## src/rtl/tone_pkg.sv

```systemverilog
// Shared types, entry field widths and the note-code to frequency table
// used by the tone sequencer and its song memory.
package tone_pkg;

    typedef enum logic [1:0] {IDLE, FETCH, PLAY, GAP} seq_state_t;

    localparam int NOTE_W    = 6;
    localparam int DUR_W     = 4;
    localparam int FREQ_W    = 20;
    localparam int ENTRY_W   = NOTE_W + DUR_W;
    localparam int REM_W     = 16;
    localparam int NUM_NOTES = 48;

    // Equal-temperament C2..B5 rounded to whole Hz; slot 0 holds note code 1.
    localparam logic [FREQ_W-1:0] FREQ_TABLE [NUM_NOTES] = '{
        20'd65,  20'd69,  20'd73,  20'd78,  20'd82,  20'd87,
        20'd92,  20'd98,  20'd104, 20'd110, 20'd117, 20'd123,
        20'd131, 20'd139, 20'd147, 20'd156, 20'd165, 20'd175,
        20'd185, 20'd196, 20'd208, 20'd220, 20'd233, 20'd247,
        20'd262, 20'd277, 20'd294, 20'd311, 20'd330, 20'd349,
        20'd370, 20'd392, 20'd415, 20'd440, 20'd466, 20'd494,
        20'd523, 20'd554, 20'd587, 20'd622, 20'd659, 20'd698,
        20'd740, 20'd784, 20'd831, 20'd880, 20'd932, 20'd988
    };

    // Code 0 and codes above the table are rests.
    function automatic logic [FREQ_W-1:0] note_freq(input logic [NOTE_W-1:0] code);
        logic [NOTE_W-1:0] slot;
        slot = code - NOTE_W'(1);
        if (code == '0 || code > NOTE_W'(NUM_NOTES))
            return '0;
        return FREQ_TABLE[slot];
    endfunction

endpackage

```

## src/rtl/song_ram.sv

```systemverilog
// Song memory: DEPTH entries of {note, dur}, one write port and one
// registered read port that returns the pre-write contents on a collision.
module song_ram
    import tone_pkg::*;
#(
    parameter int DEPTH = 32
) (
    input  logic                     clk,
    input  logic                     wr_en,
    input  logic [$clog2(DEPTH)-1:0] wr_addr,
    input  logic [ENTRY_W-1:0]       wr_data,
    input  logic [$clog2(DEPTH)-1:0] rd_addr,
    output logic [ENTRY_W-1:0]       rd_data
);

    logic [ENTRY_W-1:0] mem [DEPTH];

    always_ff @(posedge clk) begin
        if (wr_en)
            mem[wr_addr] <= wr_data;
        rd_data <= mem[rd_addr];
    end

endmodule

```

## src/rtl/note_sequencer.sv

```systemverilog
// Steps through the song memory and drives the divider's frequency word.
// Optional freeze input enabled with `define NOTE_SEQ_PAUSE_EN.
module note_sequencer
    import tone_pkg::*;
#(
    parameter int BASE_SPEED = 50000000,
    parameter int DEPTH      = 32,
    parameter int UNIT_MS    = 50,
    parameter int GAP_MS     = 10
) (
    input  logic                     clk,
    input  logic                     rst,
    input  logic                     start,
    input  logic                     stop,
    input  logic                     loop_en,
    input  logic                     wr_en,
    input  logic [$clog2(DEPTH)-1:0] wr_addr,
    input  logic [9:0]               wr_data,
`ifdef NOTE_SEQ_PAUSE_EN
    input  logic                     pause,
`endif
    output logic [19:0]              freq,
    output logic                     busy,
    output logic [$clog2(DEPTH)-1:0] note_idx,
    output logic                     done
);

    localparam int AW       = $clog2(DEPTH);
    localparam int TICK_DIV = BASE_SPEED / 1000;
    localparam int CNT_W    = (TICK_DIV > 1) ? $clog2(TICK_DIV) : 1;

    localparam logic [CNT_W-1:0] CNT_MAX  = CNT_W'(TICK_DIV - 1);
    localparam logic [CNT_W-1:0] CNT_ONE  = CNT_W'(1);
    localparam logic [REM_W-1:0] REM_ONE  = REM_W'(1);
    localparam logic [REM_W-1:0] UNIT_LEN = REM_W'(UNIT_MS);
    localparam logic [REM_W-1:0] GAP_LEN  = REM_W'(GAP_MS);
    localparam logic [AW:0]      IDX_ONE  = (AW+1)'(1);

    seq_state_t          state_q, state_d;
    // Extra top bit marks an index that has run past the last entry.
    logic [AW:0]         idx_q, idx_d;
    logic [REM_W-1:0]    rem_q, rem_d;
    logic [CNT_W-1:0]    cnt_q;
    logic [FREQ_W-1:0]   freq_q, freq_d;
    logic [FREQ_W-1:0]   note_f_q, note_f_d;
    logic [AW-1:0]       nidx_q, nidx_d;
    logic                done_q, done_d;
    logic [ENTRY_W-1:0]  rd_data;
    logic [NOTE_W-1:0]   ent_note;
    logic [DUR_W-1:0]    ent_dur;
    logic                tick;
    logic                freeze;
    logic                enter_timed;

`ifdef NOTE_SEQ_PAUSE_EN
    assign freeze = pause && (state_q == PLAY || state_q == GAP);
`else
    assign freeze = 1'b0;
`endif

    assign tick     = (cnt_q == CNT_MAX) && !freeze;
    assign ent_note = rd_data[ENTRY_W-1:DUR_W];
    assign ent_dur  = rd_data[DUR_W-1:0];

    // Read address follows the next index so FETCH sees its entry.
    song_ram #(.DEPTH(DEPTH)) u_song_ram (
        .clk     (clk),
        .wr_en   (wr_en),
        .wr_addr (wr_addr),
        .wr_data (wr_data),
        .rd_addr (idx_d[AW-1:0]),
        .rd_data (rd_data)
    );

    always_comb begin
        state_d     = state_q;
        idx_d       = idx_q;
        rem_d       = rem_q;
        freq_d      = freq_q;
        note_f_d    = note_f_q;
        nidx_d      = nidx_q;
        done_d      = 1'b0;
        enter_timed = 1'b0;
        if (stop && state_q != IDLE) begin
            state_d = IDLE;
            freq_d  = '0;
        end else begin
            case (state_q)
                IDLE: begin
                    freq_d = '0;
                    if (start && !stop) begin
                        idx_d   = '0;
                        state_d = FETCH;
                    end
                end
                FETCH: begin
                    if (ent_dur != '0 && !idx_q[AW]) begin
                        state_d     = PLAY;
                        rem_d       = REM_W'(ent_dur) * UNIT_LEN;
                        note_f_d    = note_freq(ent_note);
                        freq_d      = note_freq(ent_note);
                        nidx_d      = idx_q[AW-1:0];
                        enter_timed = 1'b1;
                    end else if (loop_en && idx_q != '0) begin
                        idx_d   = '0;
                        state_d = FETCH;
                    end else begin
                        done_d  = 1'b1;
                        freq_d  = '0;
                        state_d = IDLE;
                    end
                end
                PLAY: begin
                    freq_d = freeze ? '0 : note_f_q;
                    if (tick) begin
                        if (rem_q <= REM_ONE) begin
                            freq_d = '0;
                            if (GAP_MS != 0) begin
                                state_d     = GAP;
                                rem_d       = GAP_LEN;
                                enter_timed = 1'b1;
                            end else begin
                                state_d = FETCH;
                                idx_d   = idx_q + IDX_ONE;
                            end
                        end else begin
                            rem_d = rem_q - REM_ONE;
                        end
                    end
                end
                GAP: begin
                    freq_d = '0;
                    if (tick) begin
                        if (rem_q <= REM_ONE) begin
                            state_d = FETCH;
                            idx_d   = idx_q + IDX_ONE;
                        end else begin
                            rem_d = rem_q - REM_ONE;
                        end
                    end
                end
                default: begin
                    state_d = IDLE;
                    freq_d  = '0;
                end
            endcase
        end
    end

    always_ff @(posedge clk or negedge rst) begin
        if (!rst) begin
            state_q <= IDLE;
            idx_q   <= '0;
            rem_q   <= '0;
            cnt_q   <= '0;
            freq_q  <= '0;
            nidx_q  <= '0;
            done_q  <= 1'b0;
        end else begin
            state_q <= state_d;
            idx_q   <= idx_d;
            rem_q   <= rem_d;
            freq_q  <= freq_d;
            nidx_q  <= nidx_d;
            done_q  <= done_d;
            if (enter_timed)
                cnt_q <= '0;
            else if (!freeze)
                cnt_q <= (cnt_q == CNT_MAX) ? '0 : cnt_q + CNT_ONE;
        end
    end

    // Saved note frequency, restored after a freeze releases.
    always_ff @(posedge clk) begin
        note_f_q <= note_f_d;
    end

    assign freq     = freq_q;
    assign busy     = (state_q != IDLE);
    assign note_idx = nidx_q;
    assign done     = done_q;

endmodule

```

## config.mk

```make
export PLATFORM = sky130hd
export DESIGN_NAME = note_sequencer
export DESIGN_NICKNAME = d
export VERILOG_FILES = /design/src/rtl/tone_pkg.sv /design/src/rtl/song_ram.sv /design/src/rtl/note_sequencer.sv
export SDC_FILE = /design/constraint.sdc
export NUM_CORES = 1
export LEC_CHECK = 0
export CORE_UTILIZATION = 41
export DETAILED_ROUTE_END_ITERATION = 8
export PLACE_DENSITY = 0.69
export SETUP_SLACK_MARGIN = 0.2
export SLEW_MARGIN = 20
export SYNTH_ARGS = -nofsm -noshare
export SYNTH_HDL_FRONTEND = slang
export SYNTH_SLANG_ARGS = --single-unit
export TNS_END_PERCENT = 20
```

## constraint.sdc

```tcl
create_clock -name clk -period 6 [get_ports clk]
set_input_delay 1.8 -clock clk [delete_from_list [all_inputs] [get_ports clk]]
set_output_delay 1.8 -clock clk [all_outputs]
set_load 0.02 [all_outputs]
```

==> results of run 1 <==
[Yosys cell counts (4+ instances only)]
| master | number |
|---|---|
| sky130_fd_sc_hd__clkbuf_1 | 43 |
| sky130_fd_sc_hd__or2_2 | 5 |
| sky130_fd_sc_hd__dfxtp_1 | 10 |
| sky130_fd_sc_hd__edfxtp_1 | 330 |
| sky130_fd_sc_hd__a31oi_1 | 7 |
| sky130_fd_sc_hd__inv_2 | 4 |
| sky130_fd_sc_hd__a21oi_1 | 97 |
| sky130_fd_sc_hd__nand2b_1 | 6 |
| sky130_fd_sc_hd__a211oi_1 | 32 |
| sky130_fd_sc_hd__o211ai_1 | 12 |
| sky130_fd_sc_hd__nor4_1 | 4 |
| sky130_fd_sc_hd__nand4_1 | 28 |
| sky130_fd_sc_hd__o31a_1 | 11 |
| sky130_fd_sc_hd__buf_2 | 28 |
| sky130_fd_sc_hd__mux2i_1 | 49 |
| sky130_fd_sc_hd__nand3b_1 | 7 |
| sky130_fd_sc_hd__ha_1 | 30 |
| sky130_fd_sc_hd__buf_6 | 5 |
| sky130_fd_sc_hd__and3_1 | 13 |
| sky130_fd_sc_hd__mux2_2 | 16 |
| sky130_fd_sc_hd__inv_1 | 20 |
| sky130_fd_sc_hd__xnor2_1 | 13 |
| sky130_fd_sc_hd__nor4_2 | 10 |
| sky130_fd_sc_hd__nor3_1 | 35 |
| sky130_fd_sc_hd__nand3_1 | 82 |
| sky130_fd_sc_hd__dfrtp_1 | 56 |
| sky130_fd_sc_hd__o221ai_1 | 19 |
| sky130_fd_sc_hd__o21ai_0 | 73 |
| sky130_fd_sc_hd__buf_4 | 18 |
| sky130_fd_sc_hd__o31ai_1 | 4 |
| sky130_fd_sc_hd__xor2_1 | 12 |
| sky130_fd_sc_hd__o21ai_1 | 11 |
| sky130_fd_sc_hd__o2111ai_1 | 20 |
| sky130_fd_sc_hd__a22oi_1 | 10 |
| sky130_fd_sc_hd__nor2_1 | 98 |
| sky130_fd_sc_hd__a311oi_1 | 4 |
| sky130_fd_sc_hd__buf_1 | 4 |
| sky130_fd_sc_hd__nand2_1 | 147 |
| sky130_fd_sc_hd__nor2b_1 | 9 |
[kinds of logic after synthesis]
| logic type | synth area share, % |
|---|---|
| flops | 64.1 |
| simple gates | 13.0 |
| fa+ha+maj | 2.20 |
| compound gates | 12.4 |
| xor+xnor | 1.22 |
| buf+inv | 3.33 |
| mux | 3.73 |
| other cells | 0.0209 |
[metal layers]
layer  GRT usage, %  vias to the layer above  routed length (um)
li1               -                     5576                   -
met1           28.8                     5830               19600
met2           29.6                      529               19200
met3           3.09                       65                3320
met4           6.22                        0                1110
met5              0                        -                   0
[state kept, by name, indices dropped and copies added, names as in the netlist]
signal	flops
u_song_ram.rd_data	10
state_q	2
done	1
cnt_q	16
u_song_ram.mem	320
note_idx	5
freq	10
note_f_q	10
rem_q	16
idx_q	6
[cell type report]
cell class | instances | area (sq um)
clock inverters | 18 | 146
clock buffers | 56 | 1080
repair buffers | 72 | 648
inverters | 24 | 90.1
flip-flops and latches | 396 | 11500
multi-input cells | 942 | 5920
well taps | 585 | 732
fillers | 3868 | 23000
[stage by stage]
stage                     hold WS [ns]  util [%]  instances  total power [mW]
after floorplan                  0.433         -       1460              3.74
after global placement           0.452      43.7       2018              3.97
after detailed placement         0.463      43.7       2019              4.00
after CTS                        0.470      46.6       2093              6.36
after global routing             0.478      46.6       2093              6.58
final                            0.465      46.6       2093              6.33
[power by group]
| part | leakage, nW | internal [mW] | switching [mW] |
|---|---|---|---|
| clock network | 0.603 | 1.32 | 1.06 |
| registers | 3.81 | 3.11 | 0.0860 |
| logic | 2.74 | 0.264 | 0.487 |
| total | 7.15 | 4.70 | 1.63 |
[final timing paths]
path | startpoint | endpoint | slack [ns] | cells after the start
min in group asynchronous | rst | cnt_q[11] | 1.39 | 2
worst max register to register | idx_q[0] | u_song_ram.rd_data[5] | 1.91 | 13
worst min register to register | cnt_q[0] | cnt_q[0] | 0.47 | 1
worst min-delay path | cnt_q[0] | cnt_q[0] | 0.47 | 1
worst max-delay path | loop_en | u_song_ram.rd_data[5] | 1.18 | 12
max in group asynchronous | rst | freq[2] | 4.11 | 2
==> results.rst, run 1 <==
.. list-table::
   :header-rows: 1

   * - Metric
     - Value
   * - Remaining design rule violation count
     - 0
   * - Routed WL
     - 43.2 mm
   * - Cell chosen for the clock root
     - sky130_fd_sc_hd__clkbuf_16
   * - Starting density of the core
     - 41.6%
   * - Gp weighted congestion
     - 0.848
   * - Arrival time at the worst endpoint
     - 5.27 ns
   * - Number of cell rows
     - 76
   * - Post-synth top flop
     - sky130_fd_sc_hd__edfxtp_1
   * - Number of synthesized flops with an enable pin
     - 330
   * - Worst-case setup slack after placement
     - 0.725 ns
   * - # resized after CTS
     - 0
   * - Delay of the slowest cell on the worst path
     - 0.50 ns
   * - Number of buffers inserted for hold repair after clock tree synthesis
     - 0
   * - CP bufs+invs
     - 3
   * - Worst clock skew on the final layout
     - 0.0180 ns
   * - Final min period
     - 4.82 ns
   * - Post-CTS Setup Bufs
     - 0
   * - Via count of the first global-routing pass
     - 11.6k
   * - Clock Path Buffers
     - 3
   * - Ratio of total power to cell area
     - 315 nW/um^2
   * - Worst hold-check path type
     - reg2reg
   * - Peak Freq
     - 0.208 GHz
   * - DRC marker count from the first detailed-route iteration
     - 1363
   * - Number of optimization iterations in the first detailed-route pass
     - 6
   * - Via count
     - 12.0k
   * - DR WL/cell
     - 20.6 um
   * - Buffers added on ports
     - 37
   * - Netlist area before placement
     - 18000 sq um
   * - Worst path slowest cell
     - sky130_fd_sc_hd__clkdlybuf4s50_1
   * - Crit path required time
     - 6.45 ns
   * - Clock-pin slew on the worst setup and hold paths
     - 0.06 ns
   * - Distinct cells, synth
     - 83
   * - Portion of synthesized cell area occupied by the leading cell type
     - 55.2%
   * - H-tree lvl count
     - 2
   * - Number of clock sinks seen by CTS
     - 396
   * - Final setup TNS
     - 0 ns
   * - Area of the die
     - 44600 sq um
   * - Number of primary I/O pins
     - 48
   * - Congestion Overflow GR
     - 0
   * - Layout overhead on the synthesized area
     - 12.1%
   * - Commonest cells after routing, fill and taps aside
     - 330 x sky130_fd_sc_hd__edfxtp_1, 147 x sky130_fd_sc_hd__nand2_1, 97 x sky130_fd_sc_hd__a21oi_1
   * - Via density per instance
     - 5.73
   * - Post-synthesis async set-or-reset flop share
     - 14.1%
   * - Measured slew at the worst slew-check pin
     - 1.14 ns
   * - Delay-heaviest family, CP
     - compound AO/OA/AOI/OAI gates
   * - Critical-path cell list
     - clkdlybuf4s50_1 -> a21boi_0 -> o22ai_1 -> nand2_1 -> o211a_2 -> nor2_2 -> inv_2 -> buf_4 -> nand2_2 -> o221ai_1 -> a21oi_1 -> nor4_2
   * - Most frequent standard cell in the layout excluding fill and tap cells
     - sky130_fd_sc_hd__edfxtp_1
   * - Die X
     - 211 um
   * - Largest fanout on the critical path
     - 25
   * - ANT nets after route
     - 0
   * - Max-capacitance violation count
     - 0
   * - Number of inserted diodes
     - 0
   * - Fraction of final layout cells with drive strength greater than 1
     - 10.5%
   * - Die H
     - 211 um
   * - HPWL after DPL
     - 26.9 mm
   * - Aggregate global-route resource usage
     - 19.6%
   * - IR drop worst, VDD
     - 208 uV
   * - Final critical-path setup slack
     - 1.18 ns
   * - Proportion of synthesized chip area in sequential cells
     - 64.1%
   * - Insertion delay to the later sink of the worst-skew pair
     - 0.55 ns
   * - Cell area reported after detailed placement
     - 18900 sq um
   * - Unrepaired setup endpoints after global routing
     - no
   * - Number of antenna violations at the first check in global routing
     - 0
   * - Area contributors post-synth
     - sky130_fd_sc_hd__edfxtp_1 55%, sky130_fd_sc_hd__dfrtp_1 7.8%, sky130_fd_sc_hd__nand2_1 3.1%
   * - Total count of hold-check failures in the final report
     - 0
   * - Post-layout instance area
     - 20100 sq um
   * - Kind of launch point of the worst setup path
     - input port
   * - Final number of max-transition violations
     - 0
   * - Placeable core region
     - 43200 sq um
   * - Dominant cell type by area after synthesis
     - sky130_fd_sc_hd__edfxtp_1
   * - Run status
     - completed
   * - Number of setup violations in the final report
     - 0
   * - Rel. slew slack
     - 23.5%
   * - Standby leakage power
     - 7.15 nW
   * - Clock tree from TritonCTS
     - done
   * - Critical Path End Type
     - flop
   * - Number of flip-flops and latches in the synthesized netlist
     - 396
   * - Post-synthesis cell count
     - 1451
   * - Layout net count
     - 1528
   * - Syn avg cell area
     - 12.4 sq um
   * - Class of the most critical setup path
     - in2reg
   * - Total number of yosys warnings
     - 0
   * - Fin crit share
     - 80.3%
   * - Largest net degree at the start of global routing
     - 79
   * - Global-route wire length before repair
     - 67.5 mm
   * - Clock buffers created by TritonCTS
     - 40
(Power assumes the default switching activity.)
==> inputs of run 2 (changes only) <==
- clock period: 6 -> 4.7 ns (I/O delays scaled with it)
==> run 2 against run 1 <==
  * Worst setup slack worse by 0.64 ns
  * Critical path depth unchanged
  * Highest routed layer unchanged
  * Register-to-register slack got worse by 1.0 ns
  * Die area unchanged
==> results.rst, run 2 (synthesis gave the netlist of run 1 again) <==
.. list-table::
   :header-rows: 1

   * - Metric
     - Value
   * - Largest fanout on the critical path
     - 25
   * - Class of the most critical setup path
     - in2reg
   * - Clock Path Buffers
     - 3
   * - Most frequent standard cell in the layout excluding fill and tap cells
     - sky130_fd_sc_hd__edfxtp_1
   * - Number of antenna violations at the first check in global routing
     - 0
   * - Cell chosen for the clock root
     - sky130_fd_sc_hd__clkbuf_16
   * - Ratio of total power to cell area
     - 398 nW/um^2
   * - Global-route wire length before repair
     - 69.2 mm
   * - Combinational Power Share
     - 12.0%
   * - Number of optimization iterations in the first detailed-route pass
     - 5
   * - Number of clock sinks seen by CTS
     - 396
   * - Standby leakage power
     - 7.38 nW
   * - Die X
     - 211 um
   * - Number of cell rows
     - 76
   * - Worst R2R Setup Slack
     - 0.86 ns
   * - # resized after CTS
     - 0
   * - Clock tree from TritonCTS
     - done
   * - Peak Freq
     - 0.240 GHz
   * - Commonest cells after routing, fill and taps aside
     - 330 x sky130_fd_sc_hd__edfxtp_1, 147 x sky130_fd_sc_hd__nand2_1, 97 x sky130_fd_sc_hd__a21oi_1
   * - Register containing the most flip-flops in the final layout
     - u_song_ram.mem
   * - Final setup TNS
     - 0 ns
   * - Worst Hold Margin
     - 0.461 ns
   * - Via count
     - 12.3k
   * - Launching instance or port of the critical path
     - loop_en
   * - Reg-to-reg startpoint
     - idx_q[0]
   * - Congestion Overflow GR
     - 0
   * - Launch instance of the worst min-delay path
     - cnt_q[0]
   * - Number of cells after detailed placement
     - 2058
   * - Area of the die
     - 44600 sq um
   * - IR drop worst, VDD
     - 259 uV
   * - Placeable core region
     - 43200 sq um
   * - Worst hold-check path type
     - reg2reg
   * - ANT nets after route
     - 0
   * - Starting density of the core
     - 41.6%
   * - Layout overhead on the synthesized area
     - 14.0%
   * - HPWL after DPL
     - 28.5 mm
   * - Worst clock skew on the final layout
     - 0.0178 ns
   * - Measured slew at the worst slew-check pin
     - 1.03 ns
   * - Via count of the first global-routing pass
     - 11.9k
   * - Via density per instance
     - 5.77
   * - Run status
     - completed
   * - Insertion delay to the later sink of the worst-skew pair
     - 0.55 ns
   * - Routed WL
     - 44.8 mm
   * - Buffers added on ports
     - 37
   * - Clock-pin slew on the worst setup and hold paths
     - 0.06 ns
   * - Die H
     - 211 um
   * - DRC marker count from the first detailed-route iteration
     - 1418
   * - Largest regs
     - u_song_ram.mem (320), cnt_q (16), rem_q (16)
   * - Fraction of final layout cells with drive strength greater than 1
     - 12.2%
   * - Number of buffers inserted for hold repair after clock tree synthesis
     - 0
   * - Fin crit share
     - 88.5%
   * - Max reg flops
     - 320
   * - Clock buffers created by TritonCTS
     - 40
   * - Fin cells
     - 2131
   * - Number of primary I/O pins
     - 48
   * - Unrepaired setup endpoints after global routing
     - no
   * - Cell area reported after detailed placement
     - 19200 sq um
   * - Layout net count
     - 1567
   * - Gp weighted congestion
     - 0.925
   * - Remaining design rule violation count
     - 0
   * - Largest net degree at the start of global routing
     - 57
   * - Switching Power
     - 2.07 mW
   * - Final number of max-transition violations
     - 0
   * - DR WL/cell
     - 21.0 um
   * - Relative contribution of the clock network to total power
     - 37.9%
   * - Critical path capture point
     - u_song_ram.rd_data[5]
   * - Final min period
     - 4.16 ns
   * - Register share of total power
     - 50.1%
   * - Crit path required time
     - 5.15 ns
   * - Post-CTS Setup Bufs
     - 0
   * - Aggregate global-route resource usage
     - 20.1%
   * - Post-layout instance area
     - 20500 sq um
   * - Critical Path End Type
     - flop
   * - Cell internal power dissipation
     - 6.07 mW
   * - Cell count of the worst reg-to-reg path
     - 13
   * - Number of setup violations in the final report
     - 0
   * - Max-capacitance violation count
     - 0
   * - Arrival time at the worst endpoint
     - 4.61 ns
   * - Rel. slew slack
     - 31.3%
   * - Sw Ratio
     - 25.5%
   * - FF-to-FF End
     - u_song_ram.rd_data[5]
   * - Kind of launch point of the worst setup path
     - input port
   * - Total count of hold-check failures in the final report
     - 0
   * - H-tree lvl count
     - 2
   * - Number of inserted diodes
     - 0
==> run 2: cell count changes in the layout (fill, tap and decap cells not counted), sizes merged <==
| cell | before | now |
|---|---|---|
| buf | 37 | 78 |
| clkbuf | 56 | 58 |
| clkdlybuf4s50 | 35 | 33 |
| bufinv | 1 | 2 |
| inv | 27 | 24 |
| clkinvlp | 1 | 0 |
==> run 2: critical path, cell delays in order <==
cell                              delay (ns)
sky130_fd_sc_hd__clkdlybuf4s50_1        0.51
sky130_fd_sc_hd__a21boi_0               0.22
sky130_fd_sc_hd__o22ai_1                0.14
sky130_fd_sc_hd__nand2_1                0.25
sky130_fd_sc_hd__o211a_2                0.23
sky130_fd_sc_hd__nor2_2                 0.05
sky130_fd_sc_hd__inv_2                  0.44
sky130_fd_sc_hd__nand2_2                0.28
sky130_fd_sc_hd__buf_4                  0.25
sky130_fd_sc_hd__o221ai_1               0.35
sky130_fd_sc_hd__a21oi_1                0.16
sky130_fd_sc_hd__nor4_2                 0.31
==> run 2: power groups by stage <==
stage / registers (mW) / logic (mW) / clock network [mW]
2_1_floorplan: 4.16 / 0.619 / 0
3_3_place_gp: 4.15 / 0.941 / 0
3_5_place_dp: 4.15 / 0.968 / 0
4_1_cts: 4.08 / 0.972 / 3.12
5_1_grt: 4.10 / 1.08 / 3.26
6_report: 4.08 / 0.974 / 3.09
==> run 2: layer usage <==
layer / track usage, % / routed length (um) / up-vias
li1: - / - / 5648
met1: 29.1 / 19800 / 6070
met2: 31.1 / 20400 / 531
met3: 4.00 / 3880 / 53
met4: 4.37 / 746 / 0
met5: 0 / 0 / -
==> run 2: area by class of cell <==
| cell class | count | area [sq um] |
|---|---|---|
| Clock buffer | 58 | 1100 |
| Clock inverter | 15 | 156 |
| Fill cell | 3855 | 22700 |
| Inverter | 24 | 90.1 |
| Multi-Input combinational cell | 942 | 5900 |
| Sequential cell | 396 | 11500 |
| Tap cell | 585 | 732 |
| Timing Repair Buffer | 111 | 981 |
==> run 2: through the flow <==
stage	power (mW)	util, %	setup slack [ns]
5_1_grt	8.43	47.4	0.426
3_5_place_dp	5.12	44.5	0.0691
2_1_floorplan	4.78	-	1.05
3_3_place_gp	5.09	44.5	0.134
4_1_cts	8.17	47.4	0.628
6_report	8.14	47.4	0.542
==> run 2: worst min path at each step <==
stage,endpoint,cells after the start,slack (ns)
floorplan,cnt_q[0],1,0.43
global placement,cnt_q[0],1,0.45
detailed placement,cnt_q[0],1,0.46
CTS,cnt_q[0],1,0.47
global route,rem_q[14],1,0.48
finish,cnt_q[0],1,0.46
==> inputs of run 3 (changes only) <==
- ABC_AREA: not set -> 1
- CELL_PAD_IN_SITES_DETAIL_PLACEMENT: not set -> 1
- CELL_PAD_IN_SITES_GLOBAL_PLACEMENT: not set -> 1
- PLACE_DENSITY: 0.69 -> 0.8
==> run 3 against run 2 <==
  * Worst setup slack better by 0.33 ns
  * Clock power up 7.8%
  * Count of clock-buffer cells in the layout up 1
  * Sequential share of layout area down 1.1 points
  * First-iteration DRC count down 20%
  * Critical path type unchanged
==> results.rst, run 3 <==
.. list-table::
   :header-rows: 1

   * - Metric
     - Value
   * - CP bufs+invs
     - 4
   * - Fin crit share
     - 81.5%
   * - Filler instances
     - 4883
   * - Post-synthesis cell count
     - 1779
   * - Total count of hold-check failures in the final report
     - 0
   * - Clock Path Buffers
     - 3
   * - Number of synthesized flops with an enable pin
     - 330
   * - Most frequent cell on the critical path
     - sky130_fd_sc_hd__nand2_1
   * - Largest regs
     - u_song_ram.mem (320), cnt_q (16), rem_q (16)
   * - Worst hold-check path type
     - reg2reg
   * - Cell chosen for the clock root
     - sky130_fd_sc_hd__clkbuf_16
   * - DRC marker count from the first detailed-route iteration
     - 1140
   * - Netlist area before placement
     - 18300 sq um
   * - Cell with the most instances after synthesis
     - sky130_fd_sc_hd__nand3_1
   * - Proportion of synthesized chip area in sequential cells
     - 62.8%
   * - Area contributors post-synth
     - sky130_fd_sc_hd__edfxtp_1 54%, sky130_fd_sc_hd__nand3_1 11%, sky130_fd_sc_hd__dfrtp_1 7.6%
   * - Number of optimization iterations in the first detailed-route pass
     - 5
   * - Power Total
     - 8.47 mW
   * - Kind of launch point of the worst setup path
     - input port
   * - Worst clock skew on the final layout
     - 0.0286 ns
   * - Number of antenna violations at the first check in global routing
     - 0
   * - ANT nets after route
     - 0
   * - Layout net count
     - 1886
   * - Post-CTS Setup Bufs
     - 0
   * - Peak Freq
     - 0.261 GHz
   * - Layout overhead on the synthesized area
     - 14.0%
   * - Run status
     - completed
   * - Via density per instance
     - 5.63
   * - Post-synthesis async set-or-reset flop share
     - 14.1%
   * - Final min period
     - 3.83 ns
   * - Critical-path cell list
     - clkdlybuf4s50_1 -> inv_1 -> nor2_1 -> inv_1 -> nand2_1 -> nor2_1 -> nand3_4 -> buf_12 -> nand3_1 -> nand3_1 -> nand3_1 -> nand2_1 -> nand2_1 -> nand2_1 -> nand2_1 -> nand2_1
   * - Clock tree from TritonCTS
     - done
   * - H-tree lvl count
     - 2
   * - Die H
     - 213 um
   * - Final setup TNS
     - 0 ns
   * - # resized after CTS
     - 0
   * - Final core utilization
     - 47.3%
   * - Crit path required time
     - 5.20 ns
   * - Via count of the first global-routing pass
     - 14.8k
   * - Via count
     - 13.8k
   * - Final number of max-transition violations
     - 0
   * - Syn avg cell area
     - 10.3 sq um
   * - DR WL/cell
     - 21.6 um
   * - Number of primary I/O pins
     - 48
   * - Buffers added on ports
     - 37
   * - Most frequent standard cell in the layout excluding fill and tap cells
     - sky130_fd_sc_hd__nand3_1
   * - Delay of the slowest cell on the worst path
     - 0.51 ns
   * - Number of inserted diodes
     - 0
   * - Largest fanout on the critical path
     - 129
   * - Critical Path End Type
     - flop
   * - Ratio of total power to cell area
     - 405 nW/um^2
   * - Worst path slowest cell
     - sky130_fd_sc_hd__clkdlybuf4s50_1
   * - Clock buffers created by TritonCTS
     - 43
   * - Placeable core region
     - 44100 sq um
   * - IR drop worst, VDD
     - 287 uV
   * - Aggregate global-route resource usage
     - 23.8%
   * - Portion of synthesized cell area occupied by the leading cell type
     - 54.1%
   * - Class of the most critical setup path
     - in2reg
   * - Max reg flops
     - 320
   * - Leading post-synthesis cells by instance count
     - 417 x sky130_fd_sc_hd__nand3_1, 373 x sky130_fd_sc_hd__nand2_1, 330 x sky130_fd_sc_hd__edfxtp_1, 128 x sky130_fd_sc_hd__inv_1, 102 x sky130_fd_sc_hd__nor2_1
   * - Total number of yosys warnings
     - 0
   * - Routed WL
     - 53.1 mm
   * - Area of the die
     - 45500 sq um
   * - Delay-heaviest family, CP
     - simple AND/OR/NAND/NOR gates
   * - Number of setup violations in the final report
     - 0
   * - Clock-pin slew on the worst setup and hold paths
     - 0.06 ns
   * - Number of buffers inserted for hold repair after clock tree synthesis
     - 0
   * - HPWL after DPL
     - 32.8 mm
   * - Distinct cells, synth
     - 51
   * - Measured slew at the worst slew-check pin
     - 1.07 ns
   * - Max-capacitance violation count
     - 0
   * - Dominant cell type by area after synthesis
     - sky130_fd_sc_hd__edfxtp_1
   * - Arrival time at the worst endpoint
     - 4.33 ns
   * - Starting density of the core
     - 41.5%
   * - Global-route wire length before repair
     - 83.1 mm
   * - Number of flip-flops and latches in the synthesized netlist
     - 396
   * - Unrepaired setup endpoints after global routing
     - no
   * - Congestion Overflow GR
     - 0
   * - Commonest cells after routing, fill and taps aside
     - 417 x sky130_fd_sc_hd__nand3_1, 372 x sky130_fd_sc_hd__nand2_1, 330 x sky130_fd_sc_hd__edfxtp_1
   * - Fraction of final layout cells with drive strength greater than 1
     - 7.98%
   * - Number of clock sinks seen by CTS
     - 396
   * - Insertion delay to the later sink of the worst-skew pair
     - 0.57 ns
   * - Gp weighted congestion
     - 0.868
   * - Standby leakage power
     - 8.10 nW
   * - Register containing the most flip-flops in the final layout
     - u_song_ram.mem
   * - Largest net degree at the start of global routing
     - 130
   * - Remaining design rule violation count
     - 0
   * - Die X
     - 213 um
   * - Post-synth top flop
     - sky130_fd_sc_hd__edfxtp_1
   * - Number of cell rows
     - 77
   * - Rel. slew slack
     - 28.2%
[run 3: cell count changes after synthesis, moves of 31 or more]
cell                       delta
sky130_fd_sc_hd__a21oi_1     -77
sky130_fd_sc_hd__nand3_1    +335
sky130_fd_sc_hd__inv_1      +108
sky130_fd_sc_hd__a211oi_1    -31
sky130_fd_sc_hd__nand3b_1    +36
sky130_fd_sc_hd__nand2_1    +226
sky130_fd_sc_hd__mux2i_1     -49
[run 3: cell type report]
cell class | instances | area [sq um] | area share [%]
repair buffers | 98 | 911 | 4.36
inverters | 138 | 518 | 2.48
clock buffers | 59 | 1160 | 5.54
multi-input cells | 1157 | 5830 | 27.9
clock inverters | 20 | 214 | 1.02
flip-flops and latches | 396 | 11500 | 55.1
well taps | 592 | 741 | 3.55
[run 3: metrics by stage]
| stage | hold slack, ns | setup WS, ns | instance area (sq um) | cells |
|---|---|---|---|---|
| after floorplan | 0.425 | 1.74 | 18400 | 1788 |
| after global routing | 0.492 | 0.621 | 20900 | 2460 |
| after detailed placement | 0.451 | 0.415 | 19500 | 2381 |
| final | 0.477 | 0.869 | 20900 | 2460 |
| after global placement | 0.447 | 0.513 | 19500 | 2381 |
| after CTS | 0.474 | 0.938 | 20900 | 2460 |
[run 3: path summary, 6_finish.rpt]
kind                            start               endpoint  slack (ns)  depth (start not counted)
max                              stop  u_song_ram.rd_data[6]        0.87                         16
min                          cnt_q[0]               cnt_q[0]        0.48                          1
max reg2reg                state_q[1]  u_song_ram.rd_data[4]        1.36                         19
min reg2reg                  cnt_q[0]               cnt_q[0]        0.48                          1
max in group asynchronous         rst              cnt_q[11]        2.94                          2
min in group asynchronous         rst               idx_q[2]        0.89                          1
[run 3: logic make-up after synthesis]
kind of cell	after synthesis	synth area share, %
other	1	0.0205
xor gates and xnor gates	15	0.717
adders and majority gates	31	2.16
buffers and inverters	235	5.73
and+or+nand+nor	979	24.5
DFF	396	62.8
AOI/OAI and AO/OA	122	4.03
[run 3: report_power, final]
| group | switching (mW) | internal [mW] | total [mW] |
|---|---|---|---|
| clock network | 1.43 | 1.90 | 3.33 |
| logic | 0.676 | 0.330 | 1.01 |
| registers | 0.126 | 4.01 | 4.13 |
[run 3: metal layers]
metal | wire, um | track usage (%)
met1 | 21800 | 30.3
met2 | 26600 | 41.4
met3 | 3050 | 3.38
met4 | 1650 | 8.52
met5 | 0 | 0
